`src/rtl/seq_sub_32bit.sv`:
```
// Slice-serial 32-bit subtractor: computes A - B - b_in over 32/SLICE_W RUN cycles.
// Defining SUB_OVF_EN adds the registered signed-overflow flag; otherwise ovf is tied low.
module seq_sub_32bit #(
  parameter int SLICE_W = 4
) (
  input  logic        clk,
  input  logic        rst,
  input  logic        start,
  input  logic [31:0] A,
  input  logic [31:0] B,
  input  logic        b_in,
  output logic [31:0] diff,
  output logic        b_out,
  output logic        ovf,
  output logic        busy,
  output logic        done
);

  localparam int N     = 32 / SLICE_W;
  localparam int CNT_W = (N > 1) ? $clog2(N) : 1;
  localparam logic [CNT_W-1:0] LAST = CNT_W'(N - 1);

  typedef enum logic [1:0] {
    IDLE = 2'd0,
    RUN  = 2'd1,
    DONE = 2'd2
  } state_t;

  state_t state_q, state_d;

  logic [CNT_W-1:0] cnt_q;
  logic [31:0]      a_sh_q, b_sh_q;
  logic             borrow_q;
  logic [31:0]      diff_q;
  logic             b_out_q;
  logic [SLICE_W:0] slice_full;
  logic             last_slice;

  assign last_slice = (cnt_q == LAST);

  // The extra top bit of the widened slice difference is that slice's borrow-out.
  assign slice_full = {1'b0, a_sh_q[SLICE_W-1:0]}
                    - {1'b0, b_sh_q[SLICE_W-1:0]}
                    - {{SLICE_W{1'b0}}, borrow_q};

  always_ff @(posedge clk) begin
    if (rst) begin
      state_q <= IDLE;
    end else begin
      state_q <= state_d;
    end
  end

  always_comb begin
    state_d = state_q;
    case (state_q)
      IDLE:    if (start) state_d = RUN;
      RUN:     if (last_slice) state_d = DONE;
      DONE:    state_d = IDLE;
      default: state_d = IDLE;
    endcase
  end

  always_comb begin
    busy = 1'b0;
    done = 1'b0;
    case (state_q)
      RUN:  busy = 1'b1;
      DONE: begin
        busy = 1'b1;
        done = 1'b1;
      end
      default: ;
    endcase
  end

  // Operands shift right as slices are consumed; results shift in from the top,
  // so after N slices slice 0 has arrived at bit 0.
  always_ff @(posedge clk) begin
    if (rst) begin
      cnt_q    <= '0;
      a_sh_q   <= '0;
      b_sh_q   <= '0;
      borrow_q <= 1'b0;
      diff_q   <= '0;
      b_out_q  <= 1'b0;
    end else begin
      case (state_q)
        IDLE: begin
          if (start) begin
            a_sh_q   <= A;
            b_sh_q   <= B;
            borrow_q <= b_in;
            cnt_q    <= '0;
          end
        end
        RUN: begin
          diff_q   <= {slice_full[SLICE_W-1:0], diff_q[31:SLICE_W]};
          a_sh_q   <= a_sh_q >> SLICE_W;
          b_sh_q   <= b_sh_q >> SLICE_W;
          borrow_q <= slice_full[SLICE_W];
          cnt_q    <= cnt_q + 1'b1;
          if (last_slice) begin
            b_out_q <= slice_full[SLICE_W];
          end
        end
        default: ;
      endcase
    end
  end

  assign diff  = diff_q;
  assign b_out = b_out_q;

`ifdef SUB_OVF_EN
  logic a_msb_q, b_msb_q, ovf_q;

  // Operand sign bits are shifted out during RUN, so they are kept separately.
  always_ff @(posedge clk) begin
    if (rst) begin
      a_msb_q <= 1'b0;
      b_msb_q <= 1'b0;
      ovf_q   <= 1'b0;
    end else begin
      if (state_q == IDLE && start) begin
        a_msb_q <= A[31];
        b_msb_q <= B[31];
      end
      if (state_q == RUN && last_slice) begin
        ovf_q <= (a_msb_q != b_msb_q) && (slice_full[SLICE_W-1] != a_msb_q);
      end
    end
  end

  assign ovf = ovf_q;
`else
  assign ovf = 1'b0;
`endif

endmodule
```
`config.mk`:
```
export PLATFORM = sky130hd
export DESIGN_NAME = seq_sub_32bit
export DESIGN_NICKNAME = d
export VERILOG_FILES = /design/src/rtl/seq_sub_32bit.sv
export SDC_FILE = /design/constraint.sdc
export NUM_CORES = 1
export LEC_CHECK = 0
export CORE_MARGIN = 2
export CORE_UTILIZATION = 51
export DETAILED_ROUTE_END_ITERATION = 12
export PLACE_DENSITY = 0.78
export SETUP_SLACK_MARGIN = 0.3
export SYNTH_ARGS = -nofsm -noshare
export SYNTH_HDL_FRONTEND = slang
export SYNTH_SLANG_ARGS = --single-unit
```
`constraint.sdc`:
```
create_clock -name clk -period 2.4 [get_ports clk]
set_input_delay 0.36 -clock clk [delete_from_list [all_inputs] [get_ports clk]]
set_output_delay 0.36 -clock clk [all_outputs]
set_load 0.02 [all_outputs]
```
Yosys cells after proc, flatten, opt, wreduce, memory -nomap -nowiden
Index checks and enable logic that the tools add are counted.

$add $sub $neg: 3. Equality and inequality tests: 5. Reductions and logical operators: 6. Mux-type cells: 13.

Operator list (count): $pmux 32 s2 (2); $mux 32 (2); $pmux 3 s2 (1); $reduce_and 2->1 (3); $sub 4x4->5 (1); $sub 5x1->5 (1); $mux 2 (2); $ne 2x2->1 const B (2); $pmux 2 s2 (1); $add 3x1->3 const B (1); $eq 3x3->1 const B (1); $mux 1 (3); $mux 3 (1); $eq 2x1->1 const B (1); $eq 2x2->1 const B (1); $logic_not 2->1 (1); $pmux 1 s2 (1); $reduce_bool 2->1 (1); $reduce_or 2->1 (1).

Flip-flop bits (word level): 103. Output and inout port bits: 36. Logic and storage cells: 34.

Logic depth before layout (Yosys ltp)
Word-level depth: 3. Mapped depth: 9. Depth with buffers taken out: 9.

Worst setup path before layout
OpenSTA, ideal clock, no wires.

Path kind: reg2reg. Start: reg b_sh_q[0]. End: reg b_out_q (netlist: b_out). Period minus slack after synthesis: 2.116 ns. Data required time: 2.309 ns. Path buffers: 0. Setup slack: 0.284 ns. Library setup time: 0.091 ns. Cell stages (with the launch flop): 9. Arrival time: 2.025 ns. Cell sequence: dfxtp_1 > inv_1 > fa_1 > ha_1 > nor2_1 > fa_1 > and3b_1 > a2bb2oi_1 > a311oi_1.

Word-level cells in the longest chain between the ends: 2.

Ends and longest elaborated chain: from (decl) (RTL line 32) `logic [31:0] a_sh_q, b_sh_q;`; from (signal assigned) (RTL line 100) `b_sh_q <= b_sh_q >> SLICE_W;`; $sub 4x4->5 (RTL line 43) `- {1'b0, b_sh_q[SLICE_W-1:0]}`; $sub 5x1->5 (RTL line 44) `- {{SLICE_W{1'b0}}, borrow_q};`; to (signal assigned) (RTL line 104) `b_out_q <= slice_full[SLICE_W];`; to (decl) (RTL line 35) `logic b_out_q;`.

No other way between the ends. A chain may end at the register's enable or synchronous reset.

Worst setup path in the final report
Same ends and word-level chain as after synthesis.

==> impl_metrics.csv <==
group,metric,value,unit
finish,areaGrowthSynthToFinish,27.7,%
pwr,ir_drop,0.382,mV
sta,slew_viol_final,0,
sta,fin_tns_setup,0,ns
logic_synthesis,synth_top_area_share,42.6,%
place,port_buffers,102,
sta,fmaxAchievable,455,MHz
detailed_routing,wl,9900,um
clocking,clkLatencyLatePin,0.36,ns
worst_setup_path,rr_endpoint,"b_out",
logic_synthesis,yosysSeqAreaShare,42.6,%
worst_setup_path,cp-start-kind,"register",
pwr,p_leak,2.28,nW
global_routing,grt_antenna_before_repair,0,
global_routing,grt_max_degree,66,
logic_synthesis,synth_seq_cells,103,
detailed_routing,drt-wirelength-per-cell,14.4,um
finish,drive_gt1_share,16.6,%
job,maxCapViolations,0,
sta,relSlewSlack,50.6,%
worst_setup_path,cp_max_fo,3,
logic_synthesis,ys_top_cells_by_area,"dfxtp_1 (43%), mux2i_1 (18%), a211oi_2 (13%)",
worst_setup_path,crit_path_end_kind,"register",
place,hpwl,7030,um
detailed_routing,num_vias,3581,
sta,rsz0062_at_grt,"true",
worst_setup_path,crit_end,"b_out",
clocking,clockBufferDepth,2,
finish,regArea,2070,sq um
finish,antenna_cells,0,
detailed_routing,drc_errors,0,
finish,fin_cells,690,
finish,nNetsFinal,637,
finish,multiInputGateArea,2530,sq um
floorplanning,die_x,101,um
global_routing,grtUsageTotal,19.8,%
floorplanning,coreArea,9240,sq um
floorplanning,dieHeight,101,um
pwr,pwr_density_cell,658,nW/um^2
place,dp_slack,0.205,ns
floorplanning,num_rows,35,
floorplanning,io_pins,104,
worst_setup_path,r2r_cells,8,
sta,whs,0.484,ns
logic_synthesis,avgSynthCellArea,10.3,sq um
worst_hold_path,hp-class,"register to register",
global_routing,grt_first_pass_wirelength,16200,um
worst_setup_path,required,2.67,ns
place,place_congestion,0.798,
sta,final-hold-violation-count,0,
detailed_routing,first_pass_iters,4,
clocking,h-tree-depth,3,
logic_synthesis,syn_inst,471,
detailed_routing,drt_iter0_drc,87,
detailed_routing,avgViaCountPerCell,5.19,
global_routing,grt-ovfl-total,0,
clocking,cts_root_buf,"clkbuf_8",
detailed_routing,drtAntennaViolNets,0,
sta,tightest_slew,0.741,ns
worst_setup_path,crit-reg2reg-launch,"b_sh_q[0]",
global_routing,grt_pass1_vias,3451,
sta,timing.final.crit_period,2.20,ns
clocking,clk_pin_slew,0.10,ns
clocking,cts_hold_buffers,0,
outcome,run_status,"complete, no violations",
sta,final.setup.worst_slack,0.202,ns
worst_setup_path,cp.arrival,2.46,ns
sta,clock_skew,0.00819,ns
logic_synthesis,synth_top_area_cell,"dfxtp_1",
sta,setup_viol,0,
worst_setup_path,ff2ff_setup_slack,0.20,ns
worst_setup_path,crit_start,"b_sh_q[0]",
logic_synthesis,synthesis.nets,552,
place,placed_cells,673,
clocking,cts_tree,"built",
floorplanning,dieArea,10300,sq um
logic_synthesis,ys_types,33,
clocking,cts.sinks,103,
sta,period_share,91.6,%
clocking,cts_buffers,9,
finish,nFillCells,760,
worst_setup_path,crit_type,"register to register",
logic_synthesis,synth_warnings,0,
floorplanning,start_util,52.4,%
logic_synthesis,syn_area,4850,sq um
## metrics by stage
stage / instance area [sq um] / utilization, % / power, mW
2_1_floorplan: 4850 / - / 2.67
3_3_place_gp: 5930 / 64.2 / 2.91
3_5_place_dp: 5930 / 64.2 / 2.94
4_1_cts: 6170 / 66.8 / 4.10
5_1_grt: 6190 / 67.0 / 4.29
6_report: 6190 / 67.0 / 4.07
## cell usage after synthesis
cell	count
xnor2_1	2
ha_1	11
mux2_4	1
a2111oi_0	1
nor2_1	94
a211oi_1	10
buf_4	8
a311o_1	1
o21ai_0	8
buf_6	7
or3_1	1
conb_1	1
a21oi_1	10
nand2b_1	2
and3b_1	2
a2bb2oi_1	1
fa_1	2
o41ai_1	1
and3_1	6
mux2i_1	87
nor3b_1	2
a22oi_1	2
a32oi_1	2
nand2_1	8
nor2b_1	9
clkbuf_1	10
buf_2	12
inv_1	13
buf_1	2
dfxtp_1	103
a311oi_1	1
a211oi_2	50
a21bo_2	1
## cell type report
class                      count  area share [%]
multi-input combinational    316            41.0
clock buffer                  11            2.45
sequential                   103            33.4
tap                          129            2.61
clock inverter                 5            1.03
inverter                      13           0.789
timing repair buffer         113            18.8
## flip-flops by register name, summed over array words and instances, names as in the netlist
name      count
a_sh_q       32
b_out         1
b_sh_q       32
borrow_q      1
cnt_q         3
diff         32
state_q       2
## what timing repair did
| item | in CTS | in global routing |
|---|---|---|
| resized for setup | 9 | 3 |
| pin swaps | 4 | 3 |
| endpoints found under the setup margin | 3 | 4 |
| gates cloned | 0 | 0 |
| buffers inserted | 1 | 0 |
## where the power goes
part	internal, mW	switching, mW	total [mW]
Combinational	0.491	0.505	0.995
Sequential	1.85	0.0832	1.93
Clock	0.549	0.597	1.15
## placed cells by master, fill, tap and decap left out, types with 9 or more instances in the layout
master,n
a211oi_1,10
a211oi_2,50
a21oi_1,10
clkbuf_8,11
clkdlybuf4s50_1,100
dfxtp_1,100
inv_1,11
mux2i_1,87
nor2_1,93
nor2b_1,9
## routing by layer
metal | track usage [%] | share of wire (%) | vias up
li1 | - | - | 1818
met2 | 32.5 | 48 | 68
met5 | 0 | 0 | -
met3 | 4.90 | 4.4 | 13
met1 | 26.1 | 46 | 1682
met4 | 5.51 | 1.5 | 0
## how the worst min path moves through the flow
stage | startpoint | to | slack, ns | cells past startpoint
6_report | b_sh_q[28] | b_sh_q[28] | 0.48 | 2
5_1_grt | cnt_q[0] | cnt_q[0] | 0.50 | 2
4_1_cts | b_sh_q[28] | b_sh_q[28] | 0.48 | 2
3_5_place_dp | b_sh_q[28] | b_sh_q[28] | 0.47 | 2
3_3_place_gp | cnt_q[0] | cnt_q[0] | 0.46 | 2
2_1_floorplan | a_sh_q[28] | a_sh_q[28] | 0.44 | 2
## logic make-up after synthesis
| kind of cell | synth area share (%) |
|---|---|
| buffers and inverters | 6.04 |
| multiplexers | 18.3 |
| XOR/XNOR | 0.362 |
| adder cells (fa/ha/maj) | 3.67 |
| AND/OR/NAND/NOR | 10.9 |
| flip-flops | 42.6 |
| AO/OA/AOI/OAI | 18.1 |
| other | 0.0774 |
## critical path, stage by stage, from the launching register on
cell and delay (ns):
dfxtp_2 0.34, inv_2 0.04, fa_1 0.53, ha_2 0.20, nor2_2 0.05, fa_2 0.34, and3b_1 0.18, a2bb2oi_2 0.17
a311oi_1 0.26
Note: power is estimated with default switching activity, not from simulation.
